<file path="config.mk">
export PLATFORM = sky130hd
export DESIGN_NAME = serial_sub32
export DESIGN_NICKNAME = d
export VERILOG_FILES = /design/src/rtl/adders_pkg.sv /design/src/rtl/serial_sub32_sub_chunk.sv /design/src/rtl/serial_sub32.sv
export SDC_FILE = /design/constraint.sdc
export NUM_CORES = 1
export LEC_CHECK = 0
export ABC_AREA = 1
export ABC_CLOCK_PERIOD_IN_PS = 3500
export BUFFER_PORTS_ARGS = -buffer_cell sky130_fd_sc_hd__buf_2
export CAP_MARGIN = 20
export CORE_MARGIN = 2
export CORE_UTILIZATION = 52
export CTS_BUF_LIST = sky130_fd_sc_hd__clkbuf_4
export DETAILED_ROUTE_END_ITERATION = 16
export PLACE_DENSITY = 0.86
export SYNTH_ARGS = -nofsm -noshare
export SYNTH_HDL_FRONTEND = slang
export SYNTH_SLANG_ARGS = --single-unit
</file>
<file path="constraint.sdc">
create_clock -name clk -period 3.5 [get_ports clk]
set_clock_uncertainty 0.05 [all_clocks]
set_input_delay 0.175 -clock clk [delete_from_list [all_inputs] [get_ports clk]]
set_output_delay 0.175 -clock clk [all_outputs]
set_load 0.05 [all_outputs]
</file>
<file path="src/rtl/adders_pkg.sv">
`timescale 1ns/1ps
`default_nettype none
// ============================================================================
// Module : adders_pkg
// Brief  : Shared types and defaults for the adders library: the
//          serial_sub32 FSM state type and the default operand/chunk widths.
// Ports  : none (package)
// Rev    : 1.0  initial release
// ============================================================================
package adders_pkg;

  // Default operand width and per-cycle chunk width.
  localparam int SUB_WIDTH = 32;
  localparam int SUB_CHUNK = 8;

  // serial_sub32 control states; explicit 2-bit encoding.
  typedef enum logic [1:0] {
    SUB_IDLE = 2'd0,
    SUB_BUSY = 2'd1,
    SUB_DONE = 2'd2
  } sub_state_t;

endpackage : adders_pkg
`default_nettype wire

</file>
<file path="src/rtl/serial_sub32_sub_chunk.sv">
`timescale 1ns/1ps
`default_nettype none
// ============================================================================
// Module : sub_chunk
// Brief  : Combinational CHUNK-bit subtract with borrow: d = a - b - bin.
// Ports  : a, b  [CHUNK-1:0]  minuend / subtrahend slice
//          bin                borrow in
//          d     [CHUNK-1:0]  difference slice
//          bout               borrow out (1 when a < b + bin)
// Rev    : 1.0  initial release
// ============================================================================
module sub_chunk
  import adders_pkg::*;
#(
  parameter int CHUNK = SUB_CHUNK
) (
  input  logic [CHUNK-1:0] a,
  input  logic [CHUNK-1:0] b,
  input  logic             bin,
  output logic [CHUNK-1:0] d,
  output logic             bout
);

  // One extra bit catches the wrap: a negative result sets bit CHUNK.
  logic [CHUNK:0] diff;

  assign diff = {1'b0, a} - {1'b0, b} - {{CHUNK{1'b0}}, bin};
  assign d    = diff[CHUNK-1:0];
  assign bout = diff[CHUNK];

endmodule : sub_chunk
`default_nettype wire

</file>
<file path="src/rtl/serial_sub32.sv">
`timescale 1ns/1ps
`default_nettype none
// ============================================================================
// Module : serial_sub32
// Brief  : Multi-cycle chunked subtractor, D = A - B - BIN, CHUNK bits per
//          cycle starting at the LSB chunk. Valid/ready on input and output;
//          returns borrow, zero and signed-overflow flags.
// Ports  : clk, rst_n              clock, synchronous active-low reset
//          in_valid / in_ready     operand handshake (in_ready registered)
//          A, B [WIDTH-1:0], BIN   minuend, subtrahend, borrow in
//          out_valid / out_ready   result handshake (result held until taken)
//          D [WIDTH-1:0]           difference mod 2^WIDTH
//          BOUT, Z, V              borrow out, D==0, signed overflow
// Rev    : 1.0  initial release
// ============================================================================
module serial_sub32
  import adders_pkg::*;
#(
  parameter int WIDTH = SUB_WIDTH,  // must be a multiple of CHUNK
  parameter int CHUNK = SUB_CHUNK
) (
  input  logic             clk,
  input  logic             rst_n,
  input  logic             in_valid,
  output logic             in_ready,
  input  logic [WIDTH-1:0] A,
  input  logic [WIDTH-1:0] B,
  input  logic             BIN,
  output logic             out_valid,
  input  logic             out_ready,
  output logic [WIDTH-1:0] D,
  output logic             BOUT,
  output logic             Z,
  output logic             V
);

  localparam int NCHUNK = WIDTH / CHUNK;
  localparam int CNT_W  = (NCHUNK > 1) ? $clog2(NCHUNK) : 1;
  localparam logic [CNT_W-1:0] LAST_CNT = CNT_W'(NCHUNK - 1);

  sub_state_t        state;
  logic [CNT_W-1:0]  cnt;
  logic [WIDTH-1:0]  a_reg;
  logic [WIDTH-1:0]  b_reg;
  logic              borrow;
  logic [WIDTH-1:0]  d_reg;
  logic              bout_reg;
  logic              z_reg;
  logic              v_reg;
  logic              in_ready_reg;
  logic              out_valid_reg;

  // Single chunk slice, steered by cnt so one subtractor serves all chunks.
  logic [CHUNK-1:0]  chunk_a;
  logic [CHUNK-1:0]  chunk_b;
  logic [CHUNK-1:0]  chunk_d;
  logic              chunk_bout;
  logic [WIDTH-1:0]  d_next;

  assign chunk_a = a_reg[32'(cnt) * CHUNK +: CHUNK];
  assign chunk_b = b_reg[32'(cnt) * CHUNK +: CHUNK];

  sub_chunk #(
    .CHUNK (CHUNK)
  ) u_sub_chunk (
    .a    (chunk_a),
    .b    (chunk_b),
    .bin  (borrow),
    .d    (chunk_d),
    .bout (chunk_bout)
  );

  // Difference with the current chunk merged in; on the last chunk this is
  // the complete result, so the flags can be computed in the same cycle.
  always_comb begin
    d_next = d_reg;
    d_next[32'(cnt) * CHUNK +: CHUNK] = chunk_d;
  end

  always_ff @(posedge clk) begin
    if (!rst_n) begin
      state         <= SUB_IDLE;
      cnt           <= '0;
      a_reg         <= '0;
      b_reg         <= '0;
      borrow        <= 1'b0;
      d_reg         <= '0;
      bout_reg      <= 1'b0;
      z_reg         <= 1'b0;
      v_reg         <= 1'b0;
      in_ready_reg  <= 1'b1;
      out_valid_reg <= 1'b0;
    end else begin
      case (state)
        SUB_IDLE: begin
          if (in_valid) begin
            a_reg        <= A;
            b_reg        <= B;
            borrow       <= BIN;
            cnt          <= '0;
            in_ready_reg <= 1'b0;
            state        <= SUB_BUSY;
          end
        end

        SUB_BUSY: begin
          d_reg  <= d_next;
          borrow <= chunk_bout;
          if (cnt == LAST_CNT) begin
            bout_reg      <= chunk_bout;
            z_reg         <= ~|d_next;
            // Overflow only possible when operand signs differ.
            v_reg         <= (a_reg[WIDTH-1] != b_reg[WIDTH-1]) &&
                             (d_next[WIDTH-1] != a_reg[WIDTH-1]);
            out_valid_reg <= 1'b1;
            cnt           <= '0;
            state         <= SUB_DONE;
          end else begin
            cnt <= cnt + 1'b1;
          end
        end

        SUB_DONE: begin
          if (out_ready) begin
            out_valid_reg <= 1'b0;
            in_ready_reg  <= 1'b1;
            state         <= SUB_IDLE;
          end
        end

        default: begin
          state         <= SUB_IDLE;
          in_ready_reg  <= 1'b1;
          out_valid_reg <= 1'b0;
        end
      endcase
    end
  end

  assign in_ready  = in_ready_reg;
  assign out_valid = out_valid_reg;
  assign D         = d_reg;
  assign BOUT      = bout_reg;
  assign Z         = z_reg;
  assign V         = v_reg;

endmodule : serial_sub32
`default_nettype wire

</file>
==> impl_metrics.env, run 1 <==
export IMPL_antenna_found_initial=1
export IMPL_met2WireLength_mm=7.927
export IMPL_grt_overflow_total=0
export IMPL_run_status="completed"
export IMPL_total_power_w=0.003201
export IMPL_place_inst=1025
export IMPL_core_area_sq_um=10230
export IMPL_cp_data_required_time_ps=3820
export IMPL_hold_violations=0
export IMPL_max_vdd_ir_drop_mv=0.2425
export IMPL_max_slew_worst_pin_slew_ps=811.7
export IMPL_worstSetupStartpoint="cnt[0]"
export IMPL_worst_setup_path_type="register to register"
export IMPL_drt_wirelength_per_cell_um=14.49
export IMPL_syn_to_final_growth_pct=25.47
export IMPL_powerDensity_nw_per_um2=469.1
export IMPL_drive_gt1_share_pct=15.36
export IMPL_syn_nets=908
export IMPL_die_area_sq_um=11290
export IMPL_cts_tree="built"
export IMPL_layout_nets=1054
export IMPL_final_core_util_pct=66.70
export IMPL_drcViolationCount=0
export IMPL_grt_pass1_vias=5414
export IMPL_ys_ff_latch=106
export IMPL_fillers=892
export IMPL_io_pins=106
export IMPL_ys_seq_area_share_pct=39.02
export IMPL_fin_crit_ps=3219
export IMPL_synth_avg_cell_area_sq_um=6.641
export IMPL_met1_length_mm=6.511
export IMPL_finalCritPeriodShare_pct=91.96
export IMPL_slew_headroom_pct=45.83
export IMPL_die_w_um=106.3
export IMPL_drtIter0Drc=517
export IMPL_worstHoldStart="BIN"
export IMPL_dpl_worst_slack_ps=258.3
export IMPL_timing_rr_start="cnt[0]"
export IMPL_worst_path_max_fanout=42
export IMPL_crit_path_start_kind="register"
export IMPL_grt_max_degree=84
export IMPL_die_y_um=106.3
export IMPL_mappedNetlistArea_sq_um=5439
export IMPL_hold_path_class="primary input to register"
export IMPL_clock_latency_ps=490
export IMPL_dr_pass1_iters=6
export IMPL_clock_sinks=106
export IMPL_routed_top_layer="met4"
export IMPL_report_final_setup_viol=0
export IMPL_cts_buffers=9
export IMPL_leakagePower_nw=3.393
export IMPL_grt_pass1_wl_mm=25.71
export IMPL_rsz0062_at_grt="no"
export IMPL_dp_hpwl_mm=10.24
export IMPL_htree_levels=3
export IMPL_antenna_left=0
export IMPL_finalMaxSlewViolations=0
export IMPL_grtUsageTotal_pct=28.81
export IMPL_rows=37
export IMPL_vias=5901
export IMPL_synth_cells=819
export IMPL_cts_root_buf="clkbuf_4"
export IMPL_clk_pin_slew_worst_paths_ps=190
export IMPL_place_gp_congestion=0.9311
export IMPL_ys_types=31
export IMPL_cts_setup_buffers=0
export IMPL_critPathArrivalTime_ps=3530
export IMPL_via_per_inst=5.331
export IMPL_cts_buffer_depth=2
export IMPL_layout_common_cells="198 x nor2_1, 125 x nand2_1, 109 x o21ai_0, 105 x dfxtp_1, 105 x buf_2"
export IMPL_multi_input_area_sq_um=2768
export IMPL_io_buffers=105
export IMPL_yosysWarnings=0
export IMPL_drt_total_wl_mm=16.04
export IMPL_cap_violations=0
export IMPL_cp_end_kind="register"
export IMPL_register_area_sq_um=2123
export IMPL_fin_cells=1107
export IMPL_setup_slack_ps=281.3
export IMPL_wl_met3_mm=1.130
export IMPL_tns_ps=0
export IMPL_fmax_mhz=310.7
export IMPL_layout_commonest_cell="nor2_1"
export IMPL_start_util_pct=53.16
-- cells by family after synthesis --
| group | share of synthesized area (%) |
|---|---|
| adders and majority gates | 4.877 |
| and+or+nand+nor | 28.11 |
| buffers and inverters | 10.10 |
| DFF | 39.02 |
| AOI/OAI and AO/OA | 17.74 |
| xor gates and xnor gates | 0.1611 |
-- cell type report --
| type | count | share of cell area, % |
|---|---|---|
| inverters | 96 | 5.354 |
| clock buffers | 9 | 0.9901 |
| repair buffers | 180 | 18.34 |
| diodes | 1 | 0.03667 |
| clock inverters | 7 | 1.118 |
| multi-input cells | 572 | 40.56 |
| flip-flops and latches | 106 | 31.11 |
| well taps | 136 | 2.494 |
-- per-stage QoR --
stage | instance area (sq um) | hold WS (ps)
2_1_floorplan | 5439 | 289.5
3_3_place_gp | 6023 | 377.2
3_5_place_dp | 6023 | 382.1
4_1_cts | 6818 | 36.51
5_1_grt | 6824 | 78.40
6_report | 6824 | 48.93
-- power by group --
| group | switching (W) | total (W) | internal, W |
|---|---|---|---|
| logic | 0.000768 | 0.00117 | 0.000400 |
| registers | 0.0000684 | 0.00138 | 0.00131 |
| clock network | 0.000481 | 0.000655 | 0.000174 |
-- final timing paths --
path	end	slack, ps	cells after the start
setup / recovery	Z	280	20
hold reg to reg	out_valid	430	2
setup reg to reg	Z	280	20
hold / removal	borrow	50	5
-- worst max-delay path, cell delays in order (launching register included) --
cell	delay [ps]
dfxtp_2	390
inv_6	240
nand2_1	110
a32o_1	250
fa_1	420
inv_1	90
fa_1	440
nor2_1	160
nand2_1	100
o21ai_0	210
nor2_1	60
nand2_1	70
nor2_1	40
nand2_1	60
nor2_1	40
nand2_1	70
nor2_1	50
nand3_1	60
nor2_1	50
nand3_1	90
a21oi_1	60
-- cells in the mapped netlist (all sizes together) --
library cell,number,area [sq um]
buf,6,40.04
o21bai,2,15.01
o21ai,112,564.3
dfxtp,106,2122
o211ai,14,105.1
a32oi,1,8.760
fa,2,40.04
a31oi,1,6.260
nand4,9,56.30
o22ai,10,62.56
ha,18,225.2
nor2,203,774.5
o21a,1,7.510
a21oi,27,135.1
clkbuf,39,146.4
xor2,1,8.760
inv,96,362.8
nand2,126,475.5
nand3,38,217.7
a32o,6,60.06
nor3,1,5.000
-- metal layers --
layer / up-vias / GRT usage (%)
li1: 2928 / -
met1: 2646 / 36.20
met2: 284 / 49.22
met3: 43 / 5.212
met4: 0 / 10.71
met5: - / 0
-- timing repair --
item                       4_1_cts  5_1_grt
hold endpoints to repair        67        0
resized for setup                0        3
hold buffers                    65        0
setup endpoints to repair        0        3
No activity file was read; power rests on OpenSTA's default activity.
==> inputs of run 2 (changes only) <==
--- a/config.mk
+++ b/config.mk
@@ -5,15 +5,15 @@
 export SDC_FILE = /design/constraint.sdc
 export NUM_CORES = 1
 export LEC_CHECK = 0
-export ABC_AREA = 1
 export ABC_CLOCK_PERIOD_IN_PS = 3500
 export BUFFER_PORTS_ARGS = -buffer_cell sky130_fd_sc_hd__buf_2
 export CAP_MARGIN = 20
 export CORE_MARGIN = 2
-export CORE_UTILIZATION = 52
+export CORE_UTILIZATION = 51
 export CTS_BUF_LIST = sky130_fd_sc_hd__clkbuf_4
 export DETAILED_ROUTE_END_ITERATION = 16
-export PLACE_DENSITY = 0.86
+export PLACE_DENSITY = 0.85
+export SKIP_CTS_REPAIR_TIMING = 1
 export SYNTH_ARGS = -nofsm -noshare
 export SYNTH_HDL_FRONTEND = slang
 export SYNTH_SLANG_ARGS = --single-unit
==> impl_metrics.env, run 2 <==
export IMPL_run_status="completed"
export IMPL_setup_slack_ps=186.7
export IMPL_cts_buffer_depth=2
export IMPL_leakagePower_nw=2.728
export IMPL_drive_gt1_share_pct=21.77
export IMPL_die_w_um=102.9
export IMPL_drtIter0Drc=448
export IMPL_cts_tree="built"
export IMPL_max_slew_worst_pin_slew_ps=1072
export IMPL_ys_types=52
export IMPL_layout_nets=851
export IMPL_start_util_pct=51.79
export IMPL_mappedNetlistArea_sq_um=4992
export IMPL_via_per_inst=5.698
export IMPL_clock_latency_ps=490
export IMPL_hold_path_class="primary input to register"
export IMPL_dpl_worst_slack_ps=179.4
export IMPL_final_area_sq_um=6492
export IMPL_hold_violations=0
export IMPL_synth_most_common_cell="nand2_1"
export IMPL_finalCritPeriodShare_pct=94.66
export IMPL_yosys_area_top_type="dfxtp_1"
export IMPL_worst_setup_path_type="register to register"
export IMPL_async_flop_share_pct=0
export IMPL_synthTopCellsByCount="146 x nand2_1, 106 x dfxtp_1, 78 x a21oi_1"
export IMPL_fmax_mhz=301.8
export IMPL_dr_pass1_iters=6
export IMPL_clock_sinks=106
export IMPL_place_gp_congestion=0.9262
export IMPL_syn_nets=686
export IMPL_ys_top_cells_by_area="dfxtp_1 43%, nand2_1 11%, a21oi_1 7.8%"
export IMPL_antenna_found_initial=0
export IMPL_critPathArrivalTime_ps=3710
export IMPL_final_core_util_pct=67.35
export IMPL_reg2reg_depth=11
export IMPL_vias=5128
export IMPL_die_area_sq_um=10600
export IMPL_syn_to_final_growth_pct=30.05
export IMPL_report_final_setup_viol=0
export IMPL_ys_ff_latch=106
export IMPL_r2r_end="Z"
export IMPL_hold_path_end="a_reg[20]"
export IMPL_dpl_cell_area_sq_um=5650
export IMPL_drcViolationCount=0
export IMPL_layout_commonest_cell="nand2_1"
export IMPL_die_y_um=102.9
export IMPL_grt_overflow_total=0
export IMPL_grt_pass1_vias=4531
export IMPL_n_antenna_cell=0
export IMPL_slew_headroom_pct=28.54
export IMPL_io_pins=106
export IMPL_drt_total_wl_mm=15.13
export IMPL_timing_rr_start="cnt[0]"
export IMPL_synth_cells=597
export IMPL_max_vdd_ir_drop_mv=0.2222
export IMPL_finalMaxSlewViolations=0
export IMPL_cts_root_buf="clkbuf_4"
export IMPL_core_area_sq_um=9639
export IMPL_htree_levels=3
export IMPL_worstHoldStart="A[20]"
export IMPL_synth_top_area_share_pct=42.51
export IMPL_cts_buffers=9
export IMPL_grt_pass1_wl_mm=20.69
export IMPL_cap_violations=0
export IMPL_crit_path_start_kind="register"
export IMPL_r2r_setup_slack_ps=190
export IMPL_tns_ps=0
export IMPL_cp_end_kind="register"
export IMPL_worst_path_max_fanout=7
export IMPL_clk_pin_slew_worst_paths_ps=180
export IMPL_drt_wirelength_per_cell_um=16.81
export IMPL_powerDensity_nw_per_um2=414.0
export IMPL_ys_seq_area_share_pct=42.51
export IMPL_hold_path_depth=4
export IMPL_synth_edf_count=0
export IMPL_worstSetupStartpoint="cnt[0]"
export IMPL_antenna_left=0
export IMPL_yosysWarnings=0
export IMPL_rows=36
export IMPL_ys_flop_type="dfxtp_1"
export IMPL_layout_common_cells="146 x nand2_1, 105 x buf_2, 104 x dfxtp_1, 78 x a21oi_1, 68 x dlygate4sd3_1"
export IMPL_dp_hpwl_mm=9.539
export IMPL_synth_avg_cell_area_sq_um=8.362
export IMPL_fin_crit_ps=3313
export IMPL_cp_data_required_time_ps=3890
export IMPL_io_buffers=105
export IMPL_grtUsageTotal_pct=24.78
export IMPL_grt_max_degree=72
## run 2: per-stage QoR
step	std cells	hold slack [ps]	power (W)
after global placement	813	364.7	0.001971
after detailed placement	813	371.0	0.001997
final	900	403.2	0.002688
after global routing	900	408.0	0.002798
after CTS	829	-160.5	0.002592
after floorplan	597	186.9	0.001786
## run 2: cells by family after synthesis
family / count (synthesis) / synth area share (%)
simple gates: 247 / 21.55
xor+xnor: 6 / 1.053
flops: 106 / 42.51
buf+inv: 63 / 5.012
compound gates: 135 / 16.67
fa+ha+maj: 20 / 5.313
mux: 20 / 7.895
## run 2: worst max path at each step
| stage | slack, ps | depth (start not counted) | end |
|---|---|---|---|
| finish | 190 | 11 | Z |
| global route | -30 | 11 | Z |
| CTS | 150 | 12 | Z |
| detailed placement | 180 | 11 | Z |
| global placement | 240 | 10 | Z |
| floorplan | 30 | 13 | Z |
## run 2: worst max-delay path, stage by stage (launching register included)
cell and delay, ps:
dfxtp_4 440, mux4_2 520, inv_1 100, fa_2 210
inv_1 60, fa_1 540, inv_1 110, o31a_1 300
a2111oi_2 350, nand4_1 150, nor4b_2 300, a31o_1 170
## run 2: layer usage
| metal | up-vias | share of wire, % | track usage (%) |
|---|---|---|---|
| li1 | 2390 | - | - |
| met1 | 2415 | 38 | 29.81 |
| met2 | 263 | 51 | 42.56 |
| met3 | 60 | 6.7 | 4.881 |
| met4 | 0 | 4.3 | 11.74 |
| met5 | - | 0 | 0 |
## run 2: where the power goes
group	internal [W]	switching, W	total [W]
combinational	0.000312	0.000445	0.000757
clock	0.000168	0.000458	0.000626
sequential	0.00127	0.0000398	0.00131
## run 2: layout make-up
| cell class | count | area [sq um] |
|---|---|---|
| fill | 756 | 3147 |
| multi-input combinational | 428 | 2633 |
| sequential | 106 | 2127 |
| timing repair buffer | 189 | 1326 |
| tap | 133 | 166.4 |
| inverter | 28 | 105.1 |
| clock buffer | 9 | 67.56 |
| clock inverter | 7 | 67.56 |
